**src/rtl/input_debouncer_if.sv**
```systemverilog
// Signal bundle for the multi-channel debouncer: raw inputs in, clean levels
// and per-channel busy flags out.
interface input_debouncer_if #(
    parameter int N = 4
);
    logic [N-1:0] in;
    logic [N-1:0] out;
    logic [N-1:0] busy;

    // master drives the raw inputs and observes the results; slave is the debouncer
    modport master (output in, input out, input busy);
    modport slave  (input in, output out, output busy);
endinterface

```
**src/rtl/input_debouncer.sv**
```systemverilog
// Per-channel synchroniser plus STABLE/PENDING debounce FSM: a level change on
// a channel is accepted only after DEBOUNCE_CYCLES consecutive stable clocks.
module input_debouncer #(
    parameter int N               = 4,
    parameter int SYNC_STAGES     = 2,
    parameter int DEBOUNCE_CYCLES = 1000000,
    parameter bit INIT_LEVEL      = 1'b0
) (
    input logic            clk,
    input logic            rst,
    input_debouncer_if.slave bus
);
    localparam int CNT_W = $clog2(DEBOUNCE_CYCLES + 1);
    localparam logic [CNT_W-1:0] LAST = CNT_W'(DEBOUNCE_CYCLES - 1);

    typedef enum logic {
        STABLE  = 1'b0,
        PENDING = 1'b1
    } state_t;

    logic [N-1:0] lvl_vec;
    logic [N-1:0] busy_vec;

    for (genvar i = 0; i < N; i++) begin : g_ch
        logic [SYNC_STAGES-1:0] chain;
        logic                   s;
        state_t                 state, state_nxt;
        logic [CNT_W-1:0]       cnt, cnt_nxt;
        logic                   lvl, lvl_nxt;

        // Pure shift chain: nothing between stages so each flop can resolve metastability.
        assign s = chain[SYNC_STAGES-1];

        always_ff @(posedge clk) begin
            if (rst) begin
                chain <= {SYNC_STAGES{INIT_LEVEL}};
                state <= STABLE;
                cnt   <= '0;
                lvl   <= INIT_LEVEL;
            end else begin
                chain <= {chain[SYNC_STAGES-2:0], bus.in[i]};
                state <= state_nxt;
                cnt   <= cnt_nxt;
                lvl   <= lvl_nxt;
            end
        end

        always_comb begin
            state_nxt = state;
            cnt_nxt   = cnt;
            lvl_nxt   = lvl;
            case (state)
                STABLE: begin
                    if (s != lvl) begin
                        if (DEBOUNCE_CYCLES == 1) begin
                            lvl_nxt = s;
                        end else begin
                            state_nxt = PENDING;
                            cnt_nxt   = CNT_W'(1);
                        end
                    end
                end
                PENDING: begin
                    // A bounce back to the current level discards all accumulated time.
                    if (s == lvl) begin
                        state_nxt = STABLE;
                        cnt_nxt   = '0;
                    end else if (cnt == LAST) begin
                        state_nxt = STABLE;
                        cnt_nxt   = '0;
                        lvl_nxt   = s;
                    end else begin
                        cnt_nxt = cnt + 1'b1;
                    end
                end
                default: begin
                    state_nxt = STABLE;
                    cnt_nxt   = '0;
                end
            endcase
        end

        assign lvl_vec[i]  = lvl;
        assign busy_vec[i] = (state == PENDING);
    end

    assign bus.out  = lvl_vec;
    assign bus.busy = busy_vec;
endmodule
```
**src/flat_wrapper.sv**
```systemverilog
// flat-port wrapper written by rule: the top's interface ports become plain ports
module input_debouncer_flat 
#(
    parameter int N               = 4,
    parameter int SYNC_STAGES     = 2,
    parameter int DEBOUNCE_CYCLES = 1000000,
    parameter bit INIT_LEVEL      = 1'b0
)
  (clk, rst, bus_in, bus_out, bus_busy);
  input_debouncer_if #(.N(N)) bus_i ();
  input logic clk;
  input logic rst;
  input wire logic [$bits(bus_i.in)-1:0] bus_in;
  output wire logic [$bits(bus_i.out)-1:0] bus_out;
  output wire logic [$bits(bus_i.busy)-1:0] bus_busy;
  assign bus_i.in = bus_in;
  assign bus_out = bus_i.out;
  assign bus_busy = bus_i.busy;
  input_debouncer #(.N(N), .SYNC_STAGES(SYNC_STAGES), .DEBOUNCE_CYCLES(DEBOUNCE_CYCLES), .INIT_LEVEL(INIT_LEVEL)) u_core (.clk(clk), .rst(rst), .bus(bus_i));
endmodule
```
**config.mk**
```make
export PLATFORM = sky130hd
export DESIGN_NAME = input_debouncer_flat
export DESIGN_NICKNAME = d
export VERILOG_FILES = /design/src/rtl/input_debouncer_if.sv /design/src/rtl/input_debouncer.sv /design/src/flat_wrapper.sv
export SDC_FILE = /design/constraint.sdc
export NUM_CORES = 1
export LEC_CHECK = 0
export ABC_AREA = 1
export CORE_ASPECT_RATIO = 0.9
export CORE_MARGIN = 1
export CORE_UTILIZATION = 54
export DETAILED_ROUTE_END_ITERATION = 8
export GPL_TIMING_DRIVEN = 0
export PLACE_DENSITY = 0.72
export SLEW_MARGIN = 40
export SYNTH_ARGS = -nofsm -noshare
export SYNTH_HDL_FRONTEND = slang
export SYNTH_SLANG_ARGS = --single-unit
```
**constraint.sdc**
```tcl
create_clock -name clk -period 1.8 [get_ports clk]
set_input_delay 0.27 -clock clk [delete_from_list [all_inputs] [get_ports clk]]
set_output_delay 0.27 -clock clk [all_outputs]
set_load 0.01 [all_outputs]
```
==> run summary <==
The flow ran to the end, but the final reports show violations. The final reports fail on design-rule violations. In this run the clock root is driven by a sky130_fd_sc_hd__clkbuf_16. The library cell used most frequently in the layout, excluding fill and tap cells, is sky130_fd_sc_hd__nand2_1. The run gives 1.53 ns as the required time of the critical path. The relative area change from synthesis to final layout was 10.8%; the data arrival at the endpoint of the critical path was 1.50 ns.

Prior to clock tree synthesis, the placed netlist has a worst setup slack of 0.0675 ns. The first global-routing pass estimated 22800 µm of wire. Summing over every cut layer, the via total after detailed routing is 5379.

The tools report the detailed-routing iteration count for the pre-antenna-repair pass as 8. Adding up every negative setup slack in the final design gives 0 ns. The max-capacitance violation count is 0, and the core footprint is 10400 µm². For the pin with the worst max-slew slack, the measured transition is 0.690 ns. VDD sags by at most 543 µV. The cell count after placement came out at 1013. STA classifies the critical path endpoint as an output port.

The critical path starts at u_core.g_ch[0].state$_SDFF_PP0_. In this run the core area contains 35 standard-cell rows. TritonCTS built the clock tree. Relative slew slack: 0.540.

For this run, the leading register cell type out of synthesis is sky130_fd_sc_hd__dfxtp_1. The signal on the critical path passes through buf_4, clkdlybuf4s50_1. The leakage power is 2.38 nW, and the synthesized area is 5840 µm².

The total of warnings raised by yosys was 0; the detailed-route vias per instance was 5.22. The portion of the post-synthesis area used by sequential elements is 0.329. The detail route stage leaves a number of antenna-violating nets equal to 0.

The share of async-settable or async-resettable flops after synthesis was 0. The slowest stage of the critical path belongs to the cell sky130_fd_sc_hd__clkdlybuf4s50_1. The final number of setup-violating endpoints was 0.

The largest net degree at the start of global routing is 17, and the clock latency at the later pin of the worst-skew pair is 0.35 ns. Routability-driven placement finished with a final weighted congestion of 0.916. The gate family responsible for the most delay along the worst path is buffers and inverters. The finished layout holds 1031 standard cells, fillers aside. The overall fraction of global-route tracks in use was 0.247. Counting flops with a built-in enable in the synthesized netlist gives 0.

The reg-to-reg startpoint was u_core.g_ch[1].cnt[0]$_SDFFE_PP0P_. The run gives 0.624 as the post-layout utilization of the core. The buffer and inverter count on the worst path was 2. In this run the number of H-tree levels came out at 3. Clock-pin slew reported for the worst setup and hold paths after clock tree synthesis: 0.07 ns.

The run gives 0 as the final hold violation count. The capturing point of the worst reg2reg path was u_core.g_ch[1].cnt[6]$_SDFFE_PP0P_. The startpoint identified for the worst hold timing path is u_core.g_ch[3].chain[0]$_SDFF_PP0_.

Final period utilization: 0.981. For this run, the slowest stage of the critical path takes 0.52 ns. The share of layout cells above drive strength 1 is 0.175, and the minimum setup slack in the final design is 0.0342 ns. The run gives 0.563 as the initial standard-cell utilization of the core.

The clock arrives with 0.00710 ns of skew. The total overflow left after global routing is 0. The total power density per cell area was 659 nW/µm²; the shortest clock period the worst path allows after layout was 1.77 ns. The synthesized design contains 96 register bits. Clock tree synthesis inserted a total of 9 buffers. The total half-perimeter wirelength after legalization and detailed placement is 9600 µm. After detailed routing, the average wire length per cell comes to 12.7 µm. The critical path runs through a total of 2 cells. The die covers 11200 µm².

The min-delay analysis places its worst path in the category flop to flop. Along the worst hold path, the cell count comes to 2. The die is 112 µm wide.

The logs give 956 for the layout filler cell count and 13100 µm for the sum of routed wire length over all layers. The worst setup path is launched from a flop. The number of nets in the synthesized netlist is 882. The via count of the first global-routing pass was 5145; the number of buffers on the longest clock path was 2. The net count of the finished layout is 907. The remaining routing DRC violations is 1, and the floorplan die height is 101 µm. In this run, the number of DRC markers left after iteration 0 of detailed routing was 353. The worst register-to-register path has a setup slack of 0.12 ns. The critical path start-end classification was flop to output port.

The worst-case reg-to-reg path depth is 9, and the number of top-level design ports is 14. The highest fanout seen on the critical path works out to 5. The per-instance average area after synthesis is 6.70 µm², and the maximum operating frequency is 0.566 GHz. The tools report the number of antenna violations at the first check in global routing as 0. The worst-case hold slack is 0.403 ns, and the sink count of the clock tree is 96.

Synthesis produced 872 cells. Yosys mapped the design onto 41 distinct sky130hd cell types. Input and output buffers added on the ports amount to 12. For the antenna diode instance count, the log shows 0.

The library cells used most frequently in the layout, excluding fill and tap cells, are sky130_fd_sc_hd__nand2_1 (238), sky130_fd_sc_hd__nor2_1 (100), sky130_fd_sc_hd__dfxtp_1 (94), sky130_fd_sc_hd__inv_1 (89), sky130_fd_sc_hd__nand3_1 (60). The total count of max-transition violations in the final report came out at 0. In this run the worst setup path terminates at bus_busy[0].
## synth_stat cells, drive strengths merged (3+ instances only)
master	number	area, µm²
nor2	123	569
nand3	63	338
a21oi	74	483
xor2	19	166
buf	22	178
nand4	18	113
or2	6	40.0
dfxtp	96	1920
inv	99	379
xnor2	3	33.8
ha	4	50.1
nand2	282	1210
nor3	20	105
clkbuf	7	26.3
o21ai	26	130
## worst reg2reg max path, stage by stage (launching register included)
cell	delay, ns
sky130_fd_sc_hd__dfxtp_1	0.37
sky130_fd_sc_hd__ha_1	0.22
sky130_fd_sc_hd__nand2_4	0.09
sky130_fd_sc_hd__nor3b_4	0.27
sky130_fd_sc_hd__nand3_4	0.15
sky130_fd_sc_hd__nand2_4	0.11
sky130_fd_sc_hd__inv_4	0.06
sky130_fd_sc_hd__buf_12	0.15
sky130_fd_sc_hd__nand2_2	0.07
sky130_fd_sc_hd__a21oi_2	0.05
## power breakdown
| group | internal, mW | leakage, nW | total, mW | switching, mW |
|---|---|---|---|---|
| Clock | 1.09 | 0.139 | 1.95 | 0.864 |
| Sequential | 2.14 | 0.776 | 2.15 | 0.0122 |
| Combinational | 0.0504 | 1.46 | 0.165 | 0.115 |
| Total | 3.28 | 2.38 | 4.27 | 0.990 |
## cell families (layout without fill, tap and decap cells)
| logic type | count (synthesis) | in the layout | synth area share |
|---|---|---|---|
| adder cells (fa/ha/maj) | 4 | 4 | 0.00857 |
| AO/OA/AOI/OAI | 106 | 106 | 0.113 |
| AND/OR/NAND/NOR | 515 | 515 | 0.414 |
| buffers and inverters | 128 | 158 | 0.0999 |
| flip-flops | 96 | 96 | 0.329 |
| XOR/XNOR | 22 | 22 | 0.0343 |
| multiplexers | 1 | 1 | 0.00193 |
## metrics by stage
step / area, µm² / power, mW
after global placement: 6120 / 2.36
final: 6470 / 4.27
after global routing: 6470 / 4.39
after detailed placement: 6120 / 2.36
after floorplan: 5840 / 2.31
after CTS: 6420 / 4.30
## routing by layer
| layer | wire [µm] | part of all wire | track usage | up-vias |
|---|---|---|---|---|
| met5 | 0 | 0 | 0 | - |
| met4 | 196 | 0.015 | 0.0894 | 0 |
| li1 | - | - | - | 2809 |
| met1 | 6110 | 0.47 | 0.305 | 2436 |
| met3 | 516 | 0.040 | 0.0421 | 18 |
| met2 | 6230 | 0.48 | 0.437 | 116 |
## flip-flops by register name, indices dropped and copies added, names as in the netlist
| name | count |
|---|---|
| u_core.g_ch.chain | 8 |
| u_core.g_ch.cnt | 80 |
| u_core.g_ch.lvl | 4 |
| u_core.g_ch.state | 4 |
## cell type report
class | instances | area (µm²) | share of cell area
Tap cell | 129 | 161 | 0.0249
Multi-Input combinational cell | 648 | 3370 | 0.521
Clock buffer | 10 | 229 | 0.0354
Inverter | 99 | 379 | 0.0586
Buffer | 29 | 204 | 0.0315
Clock inverter | 6 | 67.6 | 0.0104
Sequential cell | 96 | 1920 | 0.297
Timing Repair Buffer | 14 | 135 | 0.0209
## repair_timing
item / CTS / global route
hold buffers: 0 / 0
endpoints found under the setup margin: 0 / 31
buffers inserted: 0 / 2
resized for setup: 0 / 9
## worst min-delay path by stage
stage / end / slack (ns)
3_5_place_dp: u_core.g_ch[3].chain[1]$_SDFF_PP0_ / 0.40
2_1_floorplan: u_core.g_ch[0].chain[0]$_SDFF_PP0_ / 0.38
4_1_cts: u_core.g_ch[3].chain[1]$_SDFF_PP0_ / 0.41
3_3_place_gp: u_core.g_ch[2].chain[1]$_SDFF_PP0_ / 0.39
6_report: u_core.g_ch[3].chain[1]$_SDFF_PP0_ / 0.40
5_1_grt: u_core.g_ch[2].chain[1]$_SDFF_PP0_ / 0.44
(Power assumes the default switching activity.)
